## config.mk

```make
export PLATFORM = sky130hd
export DESIGN_NAME = mem_access_ctrl
export DESIGN_NICKNAME = d
export VERILOG_FILES = /design/src/rtl/mem_access_ctrl.sv
export SDC_FILE = /design/constraint.sdc
export NUM_CORES = 1
export LEC_CHECK = 0
export ABC_AREA = 1
export BUFFER_PORTS_ARGS = -buffer_cell sky130_fd_sc_hd__buf_4
export CAP_MARGIN = 20
export CELL_PAD_IN_SITES_DETAIL_PLACEMENT = 1
export CELL_PAD_IN_SITES_GLOBAL_PLACEMENT = 2
export CORE_UTILIZATION = 27
export DETAILED_ROUTE_END_ITERATION = 16
export MAX_ROUTING_LAYER = met4
export PLACE_DENSITY = 0.87
export SYNTH_ARGS = -nofsm -noshare
export SYNTH_HDL_FRONTEND = slang
export SYNTH_SLANG_ARGS = --single-unit
```

## constraint.sdc

```tcl
create_clock -name clk -period 2.49 [get_ports clk]
set_input_delay 0.498 -clock clk [delete_from_list [all_inputs] [get_ports clk]]
set_output_delay 0.498 -clock clk [all_outputs]
set_load 0.05 [all_outputs]
```

## src/rtl/mem_access_ctrl.sv

```systemverilog
// rtl/mem_access_ctrl.sv - load/store initiator for the word-addressed data memory
// Byte/half stores are read-modify-write; misaligned or out-of-range requests raise exc without touching memory.
module mem_access_ctrl #(
  parameter int ADDR_W   = 32,
  parameter int DM_WORDS = 1024
) (
  input  logic              clk,
  input  logic              reset,
  input  logic              req_valid,
  input  logic              req_we,
  input  logic [1:0]        req_size,
  input  logic              req_unsigned,
  input  logic [ADDR_W-1:0] req_addr,
  input  logic [31:0]       req_wdata,
  input  logic [31:0]       req_pc,
  output logic              busy,
  output logic              done,
  output logic [31:0]       rdata,
  output logic              exc,
  output logic [ADDR_W-1:0] mem_addr,
  output logic              mem_we,
  output logic [31:0]       mem_wdata,
  output logic [31:0]       mem_pc,
  input  logic [31:0]       mem_rdata
);

  typedef enum logic [2:0] {IDLE, RD, WR, DONE, EXC} stateT;

  localparam logic [ADDR_W-3:0] DmLimit = (ADDR_W-2)'(DM_WORDS);

  stateT             state;
  logic              weQ;
  logic [1:0]        sizeQ;
  logic              unsignedQ;
  logic [ADDR_W-1:0] addrQ;
  logic [31:0]       wdataQ;
  logic [31:0]       pcQ;
  logic [31:0]       mergeQ;

  logic              reqErr;
  logic [7:0]        byteSel;
  logic [15:0]       halfSel;
  logic [31:0]       loadVal;
  logic [31:0]       mergeWord;

  always_comb begin
    reqErr = (req_size == 2'b11)
          || (req_size == 2'b01 && req_addr[0])
          || (req_size == 2'b10 && req_addr[1:0] != 2'b00)
          || (req_addr[ADDR_W-1:2] >= DmLimit);
  end

  // Lane extraction for loads and lane replacement for sub-word stores share the latched address.
  always_comb begin
    byteSel   = mem_rdata[{addrQ[1:0], 3'b000} +: 8];
    halfSel   = mem_rdata[{addrQ[1], 4'b0000} +: 16];
    mergeWord = mem_rdata;
    case (sizeQ)
      2'b00:   loadVal = unsignedQ ? {24'b0, byteSel} : {{24{byteSel[7]}}, byteSel};
      2'b01:   loadVal = unsignedQ ? {16'b0, halfSel} : {{16{halfSel[15]}}, halfSel};
      default: loadVal = mem_rdata;
    endcase
    if (sizeQ == 2'b00) begin
      mergeWord[{addrQ[1:0], 3'b000} +: 8] = wdataQ[7:0];
    end else begin
      mergeWord[{addrQ[1], 4'b0000} +: 16] = wdataQ[15:0];
    end
  end

  always_ff @(posedge clk) begin
    if (reset) begin
      state     <= IDLE;
      rdata     <= '0;
      weQ       <= 1'b0;
      sizeQ     <= '0;
      unsignedQ <= 1'b0;
      addrQ     <= '0;
      wdataQ    <= '0;
      pcQ       <= '0;
      mergeQ    <= '0;
    end else begin
      case (state)
        IDLE: begin
          if (req_valid) begin
            weQ       <= req_we;
            sizeQ     <= req_size;
            unsignedQ <= req_unsigned;
            addrQ     <= req_addr;
            wdataQ    <= req_wdata;
            pcQ       <= req_pc;
            if (reqErr)
              state <= EXC;
            else if (req_we && req_size == 2'b10)
              state <= WR;
            else
              state <= RD;
          end
        end
        RD: begin
          if (weQ) begin
            mergeQ <= mergeWord;
            state  <= WR;
          end else begin
            rdata <= loadVal;
            state <= DONE;
          end
        end
        WR:      state <= DONE;
        DONE:    state <= IDLE;
        EXC:     state <= IDLE;
        default: state <= IDLE;
      endcase
    end
  end

  // mem_we is gated by reset so a reset landing on the write cycle leaves memory untouched.
  assign busy      = (state != IDLE);
  assign done      = (state == DONE);
  assign exc       = (state == EXC);
  assign mem_we    = (state == WR) && !reset;
  assign mem_wdata = (sizeQ == 2'b10) ? wdataQ : mergeQ;
  assign mem_addr  = {addrQ[ADDR_W-1:2], 2'b00};
  assign mem_pc    = pcQ;

endmodule

```

Word level (Yosys, flattened, before mapping)
Index checks and enable logic that the tools add are counted.
- add/sub/neg operators: 2
- multipliers: 0
- divide/modulo/power cells: 0
- order comparisons: 1
- equal/unequal tests: 10
- shift operators: 6
- mux-type cells: 12
- bitwise gates (word level): 1
- reductions and logical operators: 15
- operator list (operator ; number):
    two-way mux 32 bit ; 4
    bitwise mux 32 bit ; 2
    case mux 32 bit (2 select lines) ; 1
    variable shift 16 x 7 -> 32 bit (first input constant) ; 1
    variable shift 8 x 7 -> 32 bit (first input constant) ; 1
    variable part select 16 x 7 -> 32 bit ; 1
    variable part select 32 x 6 -> 16 bit ; 1
    variable part select 32 x 6 -> 8 bit ; 1
    variable part select 8 x 7 -> 32 bit ; 1
    >= comparator 30 x 11 -> 1 bit (second input constant) ; 1
    negator 5 -> 7 bit ; 2
    case mux 3 bit (3 select lines) ; 1
    == test 2 bit (second input constant) ; 3
    == test 3 x 2 -> 1 bit (second input constant) ; 2
    two-way mux 3 bit ; 2
    AND reduction 2 bit ; 3
    == test 2 x 1 -> 1 bit (second input constant) ; 2
    logical AND 1 bit ; 4
    == test 3 x 1 -> 1 bit (second input constant) ; 1
    == test 3 bit (second input constant) ; 1
    zero test 3 bit ; 1
    logical OR 1 bit ; 3
    nonzero test 3 bit ; 1
    zero test 2 bit ; 1
    6 further kinds ; 6
- register bits after elaboration: 167
- latch bits: 0
- bits in writable memories: 0
- memory bits (read-only): 0
- input bits: 135
- logic and storage cells: 56
- memories: 0

Longest topological paths before layout
- word-level depth: 8
- gate-level depth with buffers: 10
- mapped depth without buffers: 9

Worst setup path before layout
Ideal clock, no wire load.
- path kind: reg2out
- from: register sizeQ[1]
- to: output port mem_wdata[0]
- arrival: 2.060 ns
- required time: 1.992 ns
- path slack: -0.068 ns
- stages on the path, launching flop included: 5
- cell sequence: dfxtp_1 buf_2 nand2_2 clkbuf_1 o21ai_0
- longest elaborated chain between the ends: 2
- RTL lines (element ; RTL line ; RTL):
    start: declaration ; 33 ; logic [1:0] sizeQ;
    start signal: assignment ; 86 ; sizeQ <= req_size;
    == test 2 bit ; 121 ; assign mem_wdata = (sizeQ == 2'b10) ? wdataQ : mergeQ;
    two-way mux 32 bit ; 121 ;
    end: declaration ; 22 ; output logic [31:0] mem_wdata,
Every way passes these cells.

Worst setup path after layout
- from: register sizeQ[0]
- to: output port mem_wdata[8]
Same word-level chain as after synthesis.

==> flow_metrics.env <==
export IMPL_synth_top_area_share_pct=40.28
export IMPL_grt_overflow=0
export IMPL_fin_crit_sh_pct=91.54
export IMPL_drive_gt1_share_pct=24.96
export IMPL_startpoint_type="flip-flop"
export IMPL_fillers=3788
export IMPL_clockBufferDepth=2
export IMPL_cts_setup_buffers=0
export IMPL_place_ws_ns=0.4422
export IMPL_status="completed"
export IMPL_end_kind="output pin"
export IMPL_via_per_inst=4.895
export IMPL_synthesis_area_sq_um=8299
export IMPL_routed_wl_mm=32.75
export IMPL_port_buffers=264
export IMPL_dr_pass1_iters=4
export IMPL_hold_slack_ns=0.3233
export IMPL_cts_hold_buf=0
export IMPL_relSlewSlack_pct=47.41
export IMPL_cts_resized=0
export IMPL_final_seq_area_sq_um=3344
export IMPL_synthTopCellsByArea="dfxtp_1 40%, a21oi_1 12%, nand2_1 10%"
export IMPL_cts_num_sinks=167
export IMPL_max_freq_mhz=438.7
export IMPL_synth_edf_count=0
export IMPL_synth_most_common_cell="nand2_1"
export IMPL_clk_pin_slew_ns=0.09
export IMPL_wire_per_inst_microns=18.35
export IMPL_antenna_found_initial=0
export IMPL_rsz0062_at_grt="no"
export IMPL_setup_viol=0
export IMPL_synthCells=1197
export IMPL_cts_root_buffer="clkbuf_16"
export IMPL_syn_area_per_cell_sq_um=6.933
export IMPL_yosysSeqAreaShare_pct=40.28
export IMPL_grt_first_pass_wirelength_mm=50.31
export IMPL_multiInputGateArea_sq_um=3933
export IMPL_finalHoldViolCount=0
export IMPL_grt_pass1_vias=9013
export IMPL_rows=63
export IMPL_slew_viol_final=0
export IMPL_cts_tree="done"
export IMPL_period_needed_ns=2.279
export IMPL_grt_usage_pct=21.19
export IMPL_finClkSkew_ns=0.01646
export IMPL_gp_congestion=0.8582
export IMPL_initial_core_util_pct=27.71
export IMPL_total_power_mw=7.004
export IMPL_syn2layout_area_growth_pct=30.89
export IMPL_pin_count=267
export IMPL_hpwl_mm=24.08
export IMPL_synth_top_cell_by_area="dfxtp_1"
export IMPL_final_nets=1521
export IMPL_cap_viol_max_count=0
export IMPL_yosysUniqueCellTypes=33
export IMPL_required_ns=1.99
export IMPL_async_flop_share_pct=0
export IMPL_grt_start_max_net_pins=78
export IMPL_arrival_ns=1.78
export IMPL_peakVddDrop_mv=0.5013
export IMPL_worstSkewPairLatency_ns=0.44
export IMPL_yosys_most_used_dff="dfxtp_1"
export IMPL_die_y_microns=177.3
export IMPL_synth_seq_cells=167
export IMPL_cts_htree_levels=4
export IMPL_yosys_top_cells_count="226 x nand2_1, 191 x a21oi_1, 167 x dfxtp_1"
export IMPL_worstPathMaxFanout=37
export IMPL_p_leak_nw=4.663
export IMPL_dieArea_sq_um=31440
export IMPL_hold_class="input port to flip-flop"
export IMPL_worst_pin_slew_ns=0.7888
export IMPL_utilization_pct=36.27
export IMPL_critPathKind="flip-flop to output pin"
export IMPL_vias=8733
export IMPL_drtIter0Drc=481
export IMPL_setup_ws_ns=0.2106
export IMPL_ant_nets=0
export IMPL_yosysWarnings=0
export IMPL_n_antenna_cell=0
export IMPL_drc=0
export IMPL_coreArea_sq_um=29950
export IMPL_numCtsBuffers=17
export IMPL_die_w_microns=177.3
export IMPL_power_density_nw_per_um2=644.8
-- per-stage QoR --
stage,cells,TNS [ns],area [sq um]
2_1_floorplan,1198,-0.7308,8303
3_3_place_gp,1752,0,10260
3_5_place_dp,1752,0,10260
4_1_cts,1784,0,10860
5_1_grt,1784,0,10860
6_report,1784,0,10860
-- cells by family (layout without fill, tap and decap cells) --
group           Yosys count  in the layout  share of synthesized area (%)
fa+ha+maj                 5              5                         0.7538
simple gates            401            401                          20.31
compound gates          414            414                          26.17
other cells               1              2                        0.04519
flops                   167            167                          40.28
buf+inv                 209            405                          12.44
-- cells in the final DEF, fill, tap and decap left out --
| cell type | n |
|---|---|
| o211ai_1 | 15 |
| clkbuf_16 | 17 |
| ha_1 | 5 |
| conb_1 | 2 |
| a21oi_2 | 10 |
| clkinvlp_4 | 1 |
| a21oi_1 | 191 |
| clkinv_2 | 1 |
| nor2_2 | 4 |
| inv_6 | 2 |
| nor2_4 | 1 |
| inv_8 | 5 |
| o21ai_1 | 73 |
| a31oi_1 | 9 |
| a21oi_4 | 1 |
| buf_12 | 2 |
| clkinv_8 | 5 |
| nand4_4 | 1 |
| nand2_4 | 2 |
| dfxtp_1 | 166 |
| inv_4 | 2 |
| nor2_1 | 73 |
| nand2_2 | 2 |
| nand3_1 | 81 |
| nand4_1 | 7 |
| o21ai_0 | 114 |
| nor3_2 | 1 |
| dfxtp_2 | 1 |
| nor3_1 | 2 |
| a22oi_1 | 1 |
| and2_0 | 1 |
| nand2_1 | 226 |
| clkinv_4 | 1 |
| buf_4 | 282 |
| inv_1 | 80 |
| inv_2 | 7 |
-- final timing paths --
| path | start | end | slack [ns] | cells past startpoint |
|---|---|---|---|---|
| hold reg to reg | wdataQ[29]$_SDFFE_PP0P_ | wdataQ[29]$_SDFFE_PP0P_ | 0.45 | 2 |
| setup reg to reg | state[0]$_SDFFE_PP0P_ | wdataQ[13]$_SDFFE_PP0P_ | 0.55 | 7 |
| hold / removal | req_addr[4] | addrQ[4]$_SDFFE_PP0P_ | 0.32 | 3 |
| setup / recovery | sizeQ[0]$_SDFFE_PP0P_ | mem_wdata[8] | 0.21 | 5 |
-- report_power, final --
part	internal, mW	leakage [nW]	switching (mW)	total, mW
logic	0.462	3.01	0.982	1.44
registers	2.78	1.37	0.0561	2.84
clock network	1.36	0.291	1.36	2.72
-- worst max-delay path: stages, from the launching register on --
cell and delay [ns]:
dfxtp_1 0.31, inv_2 0.11, nand2_2 0.21, buf_12 0.25
o21ai_0 0.21, buf_4 0.24
-- routing by layer --
metal / wire, microns / GRT usage [%] / up-vias
li1: - / - / 4326
met1: 14640 / 26.00 / 4164
met2: 15520 / 34.59 / 208
met3: 1986 / 5.613 / 35
met4: 592 / 4.808 / 0
met5: 0 / - / -
-- layout make-up --
type / count / area share, %
Multi-Input combinational cell: 822 / 36.20
Sequential cell: 167 / 30.79
Timing Repair Buffer: 284 / 19.86
Tap cell: 390 / 4.492
Clock buffer: 17 / 3.916
Inverter: 89 / 3.121
Clock inverter: 15 / 1.624
-- flip-flops by register name, indices dropped and copies added, names as in the netlist --
| signal | count |
|---|---|
| sizeQ | 2 |
| state | 3 |
| mergeQ | 32 |
| rdata | 32 |
| mem_pc | 32 |
| wdataQ | 32 |
| weQ | 1 |
| addrQ | 32 |
| unsignedQ | 1 |
No activity file was read; power rests on OpenSTA's default activity.
